==> config.mk <==
export PLATFORM = sky130hd
export DESIGN_NAME = adder_n_core
export DESIGN_NICKNAME = d
export VERILOG_FILES = /design/src/rtl/adder_pkg.sv /design/src/rtl/full_adder.sv /design/src/rtl/adder_n_core.sv
export SDC_FILE = /design/constraint.sdc
export NUM_CORES = 1
export LEC_CHECK = 0
export ABC_AREA = 0
export CORE_AREA = 2 2 85 87
export DETAILED_ROUTE_END_ITERATION = 6
export DIE_AREA = 0 0 87 89
export GPL_TIMING_DRIVEN = 0
export PLACE_DENSITY = 0.75
export SETUP_SLACK_MARGIN = 0.1
export SLEW_MARGIN = 20
export SYNTH_ARGS = -nofsm -noshare
export SYNTH_HDL_FRONTEND = slang
export SYNTH_SLANG_ARGS = --single-unit
export TNS_END_PERCENT = 10
==> constraint.sdc <==
create_clock -name clk -period 18.7 [get_ports clk]
set_input_delay 2.805 -clock clk [delete_from_list [all_inputs] [get_ports clk]]
set_output_delay 2.805 -clock clk [all_outputs]
set_load 0.03 [all_outputs]
==> src/rtl/adder_pkg.sv <==
// Shared width constant and word type for the N-bit adder slice.
package adder_pkg;

  localparam int ADDER_W = 32;

  typedef logic [ADDER_W-1:0] word_t;

endpackage : adder_pkg

==> src/rtl/full_adder.sv <==
// One-bit full adder, the ripple cell chained by adder_n_core.
module full_adder (
  input  logic a,
  input  logic b,
  input  logic c_in,
  output logic sum,
  output logic c_out
);

  // Plain gate equations so any X/Z on an input reaches the outputs untouched
  assign sum   = a ^ b ^ c_in;
  assign c_out = (a & b) | (c_in & (a ^ b));

endmodule : full_adder

==> src/rtl/adder_n_core.sv <==
// N-bit ripple-carry adder with a zero-latency result and a registered copy.
// Optional build macro ADDER_FLAGS_EN adds overflow/zero/negative flags and
// their registered copies.
module adder_n_core
  import adder_pkg::*;
#(
  parameter int N = ADDER_W
) (
  input  logic         clk,
  input  logic         rst_n,
  input  logic         en,
  input  logic [N-1:0] a,
  input  logic [N-1:0] b,
  input  logic         c_in,
  output logic [N-1:0] sum,
  output logic         c_out,
  output logic [N-1:0] sum_q,
  output logic         c_out_q
`ifdef ADDER_FLAGS_EN
  ,
  output logic         overflow,
  output logic         zero,
  output logic         negative,
  output logic         overflow_q,
  output logic         zero_q,
  output logic         negative_q
`endif
);

  // carry[i] is the carry into bit i; carry[N] leaves the MSB
  logic [N:0] carry;

  logic [N-1:0] sum_d;
  logic         c_out_d;

  assign carry[0] = c_in;

  // Ripple chain: each cell takes the previous cell's carry-out
  for (genvar i = 0; i < N; i++) begin : g_bit
    full_adder u_fa (
      .a     (a[i]),
      .b     (b[i]),
      .c_in  (carry[i]),
      .sum   (sum[i]),
      .c_out (carry[i+1])
    );
  end

  assign c_out = carry[N];

`ifdef ADDER_FLAGS_EN
  logic overflow_d;
  logic zero_d;
  logic negative_d;

  // Signed overflow is a mismatch between the carries into and out of the MSB
  assign overflow = carry[N-1] ^ carry[N];
  assign zero     = (sum == '0);
  assign negative = sum[N-1];

  // Next flag values: load on enable, otherwise hold
  always_comb begin
    overflow_d = overflow_q;
    zero_d     = zero_q;
    negative_d = negative_q;
    if (en) begin
      overflow_d = overflow;
      zero_d     = zero;
      negative_d = negative;
    end
  end

  // Flag registers, cleared asynchronously alongside the sum register
  always_ff @(posedge clk or negedge rst_n) begin
    if (!rst_n) begin
      overflow_q <= 1'b0;
      zero_q     <= 1'b0;
      negative_q <= 1'b0;
    end else begin
      overflow_q <= overflow_d;
      zero_q     <= zero_d;
      negative_q <= negative_d;
    end
  end
`endif

  // Next registered result: capture the live sum on enable, otherwise hold
  always_comb begin
    sum_d   = sum_q;
    c_out_d = c_out_q;
    if (en) begin
      sum_d   = sum;
      c_out_d = c_out;
    end
  end

  // Result register with asynchronous clear; deassertion arrives pre-synchronized
  always_ff @(posedge clk or negedge rst_n) begin
    if (!rst_n) begin
      sum_q   <= '0;
      c_out_q <= 1'b0;
    end else begin
      sum_q   <= sum_d;
      c_out_q <= c_out_d;
    end
  end

endmodule : adder_n_core

After elaboration in Yosys (flattened, before gate mapping)
Index checks and enable logic that the tools add are counted.
- flip-flop bits (word level): 33
- bits in latches: 0
- RAM bits: 0
- memory bits (read-only): 0
- input port bits: 68
- output and inout bits: 66
- word-level logic and storage cells: 162
- memories: 0
- add/subtract/negate cells: 0
- multipliers: 0
- divide/modulo/power cells: 0
- magnitude comparators: 0
- eq/ne operators: 0
- shift-type cells: 0
- multiplexer cells: 0
- bitwise gates (word level): 160
- reductions and logical operators: 0
- operators with widths (kind ; number):
    AND 1 bit ; 64
    bitwise XOR 1 bit ; 64
    OR 1 bit ; 32

Depth between registers and ports, before layout
- word-level depth: 65
- gate-level depth with buffers: 37
- depth with buffers taken out: 36

Modules after synthesis
From an unflattened synthesis, not the netlist that was laid out.
- cells, all modules: 102
- area total of the unflattened synthesis: 2021.9 µm²
- by module, submodules not included (module ; instances ; cells each ; area each (µm²) ; seq. area each (µm²)):
    adder_n_core ; 1 ; 70 ; 1381.3 ; 825.8
    full_adder ; 32 ; 1 ; 20.0 ; 0.0

Worst setup path after synthesis
No wires, ideal clock.
- path kind: input to output
- from: in a[0]
- to: out sum[31]
- arrival time: 15117 ps
- data required time: 15895 ps
- setup slack: 778 ps
- cell stages on the path: 37
- path buffers: 1
- cell sequence: fa_1 -> fa_1 -> fa_1 -> fa_1 -> fa_1 -> fa_1 -> fa_1 -> fa_1 -> fa_1 -> inv_1 -> fa_1 -> inv_1 -> fa_1 -> fa_1 -> fa_1 -> fa_1 -> fa_1 -> fa_1 -> fa_1 -> fa_1 -> fa_1 -> fa_1 -> fa_1 -> fa_1 -> fa_1 -> fa_1 -> fa_1 -> fa_1 -> fa_1 -> fa_1 -> fa_1 -> fa_1 -> fa_1 -> inv_1 -> fa_1 -> inv_1 -> buf_4
- longest elaborated chain between the ends: 64
- elaborated cells between the ends (all ways): 65
- those cells by class: 65 x bitwise
- RTL lines (element ; line ; text):
    start, declared ; adder_n_core.sv:12 ; input logic [N-1:0] a,
    bitwise XOR 1 bit ; full_adder.sv:12 ; assign c_out = (a & b) | (c_in & (a ^ b));
    AND 1 bit ; full_adder.sv:12 ;
    OR 1 bit * ; full_adder.sv:12 ;
    AND 1 bit * ; full_adder.sv:12 ;
    OR 1 bit * ; full_adder.sv:12 ;
    AND 1 bit * ; full_adder.sv:12 ;
    OR 1 bit * ; full_adder.sv:12 ;
    AND 1 bit * ; full_adder.sv:12 ;
    [48 not listed] ; -- ;
    OR 1 bit * ; full_adder.sv:12 ;
    AND 1 bit * ; full_adder.sv:12 ;
    OR 1 bit * ; full_adder.sv:12 ;
    AND 1 bit * ; full_adder.sv:12 ;
    OR 1 bit * ; full_adder.sv:12 ;
    AND 1 bit * ; full_adder.sv:12 ;
    OR 1 bit * ; full_adder.sv:12 ;
    bitwise XOR 1 bit * ; full_adder.sv:11 ; assign sum = a ^ b ^ c_in;
    end, declared ; adder_n_core.sv:15 ; output logic [N-1:0] sum,
Every way passes the cells marked *; elsewhere a longest branch is shown, timed or not.

Final worst setup path
Ends and elaborated chain as after synthesis.

==> metrics <==
Hold WS=just over 0.5 ns; synth-to-layout area growth=69.3%; NetSw=~0.14 mW; die area=around 7700 um^2; reg-to-reg startpoint=sum_q[17]; RSZ-0062 raised after global routing=false; Sequential Area=about 830 um^2; clk slew on worst S/H paths=~0.060 ns; Filler cells=just under 600; initial antenna violation count=0; H-tree levels=2; Setup TNS Final=0 ns; CP startpoint=a[0]; Final Max Tran Viols=0; synthesized flop and latch total=33; critical path capture point=sum[31]; Post-Syn Area=~2300 um^2; Period minus WS final=18.19 ns; chip height=roughly 90 um; # rows=30; status=completed; clock latency on the worst-skew pair=approximately 0.27 ns; Comb pwr share=around three fifths; f_max=~55 MHz; Int Pwr=roughly 0.23 mW; Num CTS Buffers=5; global placement routability congestion=between 0.6 and 0.7; Finished Cell Area=around 3800 um^2; diode count=0; Die Wd=~87 um; overflow left after global routing=0; Fin. Hold Viols=0; Setup crit end kind=output port; Core Area=~6700 um^2; average size of a mapped cell=between 15 and 20 um^2; setup slack on the worst flop-to-flop path=~18 ns; CP Data Required Time=between 15 and 20 ns; max-cap viol count=0; dpl cell area=approximately 3700 um^2; skew final=0 ns; critical path type=input pin to output port; leading cell types in the layout, fill and taps excluded=128 x clkdlybuf4s50_1, 33 x buf_4, 33 x dfrtp_1, 24 x mux2_4, 19 x fa_2; Tot GR Track Use=between 10 and 15%; vias in the first global route=1747; Sequential Power Share=a little over a quarter; Rel. slew slack=a little over two thirds; dpl hpwl=4290 um; yosys warns=0; area of the multi-input gates=roughly 1100 um^2; CTS Buffer Depth=2; initial drt markers=16; leading area contributor after synthesis=dfrtp_1; nets@finish=387; commonest non-fill, non-tap cell in the layout=clkdlybuf4s50_1; DR DRC count=0; Post-Synthesis Cells=147; Synth area leaders=dfrtp_1 37%, fa_1 28%, mux2_4 16%; Max IR drop VDD=between 0.00004 and 0.00005 V; IO Port Bufs=between 100 and 150; final setup fails=0; Ports=approximately 130; CP dominant cell by count=fa_2; period utilisation layout=between 90% and 100%; hold crit path type=register to register; Seq/Total Area, Yosys=approximately 37%; r2r worst-path depth=1; CTS sink count=33; clock network fraction of design power=13.6%; CTS tree=done; Synth top area share=around 37%; wire per inst=roughly 14 um; starting density of the core=between 30% and 40%; Switching Share=between 30% and 40%; Critical Path Source Type=input pin; P_leak=1.64 nW; Root Driver=clkbuf_8; cts hold-fix bufs=0; RR Endpoint=sum_q[17]; 1st-pass router iterations=2; Unique masters post-synth=10; share of post-route cells with drive strength above 1=approximately a third; slowest library cell on the worst path=clkdlybuf4s50_1; detail-routed via count per cell=roughly 4.2; pwr/cell area=96.1 nW/um^2; CP peak stage delay=~0.44 ns; first-pass GRT wire length=around 8300 um; worst slew pin tran=0.439 ns; largest net degree at the start of global routing=18; post-synthesis net count=roughly 250; WP data arrival=between 15 and 20 ns; post-route ant nets=0; via count=roughly 1600; Total Wirelength=between 5000 and 6000 um; setup bufs post-CTS=0; CP max FO=2
## routing by layer
layer	vias up	GRT usage, %	share of wire (%)
li1	709	-	-
met1	770	16.3	37
met2	75	23.6	52
met3	4	6.65	11
met4	0	2.98	0.57
met5	-	0	0
## cells by family (layout without fill, tap and decap cells)
family                     Yosys count  after routing  synth area share (%)
muxes                               30             30                  18.9
and+or+nand+nor                      3              3                 0.498
AOI/OAI and AO/OA                    3              3                 0.664
buffers and inverters               46            187                  15.1
adders and majority gates           32             32                  28.3
DFF                                 33             33                  36.5
## cells in the mapped netlist
library cell,number
inv_1,10
mux2_2,6
buf_12,2
fa_1,32
nor2_1,3
mux2_4,24
dfrtp_1,33
a21oi_1,3
buf_4,32
buf_6,2
## power by group through the flow
| stage | clock network (mW) | logic (mW) | registers, mW |
|---|---|---|---|
| after floorplan | 0 | 0.0935 | 0.133 |
| after global placement | 0 | 0.217 | 0.0983 |
| after detailed placement | 0 | 0.221 | 0.0987 |
| after CTS | 0.0528 | 0.222 | 0.0981 |
| after global routing | 0.0549 | 0.233 | 0.100 |
| final | 0.0501 | 0.220 | 0.0979 |
## stage by stage
stage / total power, mW / utilization, % / instances / setup WS [ns]
after floorplan: 0.227 / - / 147 / 0.778
after global placement: 0.316 / 54.8 / 359 / -0.790
after detailed placement: 0.319 / 55.1 / 360 / -0.933
after CTS: 0.373 / 56.7 / 368 / 0.133
after global routing: 0.388 / 57.0 / 368 / 0.126
final: 0.368 / 57.0 / 368 / 0.509
## cell type report
type | count | share of cell area (%)
plain buffers | 36 | 7.91
clock buffers | 8 | 2.09
flip-flops and latches | 33 | 21.6
inverters | 10 | 0.981
well taps | 80 | 2.62
multi-input cells | 68 | 29.8
repair buffers | 133 | 35.0
## flip-flops by register name, summed over array words and instances, names as in the netlist
register	cells
c_out_q	1
sum_q	32
## critical path, delay by kind of cell
family                     cells  cell delay [ns]
adders and majority gates     32            11.60
buffers and inverters          7             0.97
## repair_timing
action / 4_1_cts / 5_1_grt
cloned: 0 / 0
endpoints found under the setup margin: 4 / 3
pin swaps: 1 / 0
endpoints found under the hold margin: 0 / 0
resized for setup: 20 / 7
## how the worst min path moves through the flow
stage	start	endpoint	slack (ns)	depth (start not counted)
3_5_place_dp	sum_q[13]	sum_q[13]	0.49	1
6_report	sum_q[6]	sum_q[6]	0.51	1
2_1_floorplan	c_out_q	c_out_q	0.67	2
4_1_cts	sum_q[4]	sum_q[4]	0.51	1
5_1_grt	sum_q[1]	sum_q[1]	0.53	1
3_3_place_gp	sum_q[6]	sum_q[6]	0.49	1
Power figures use the tool's default switching activity.
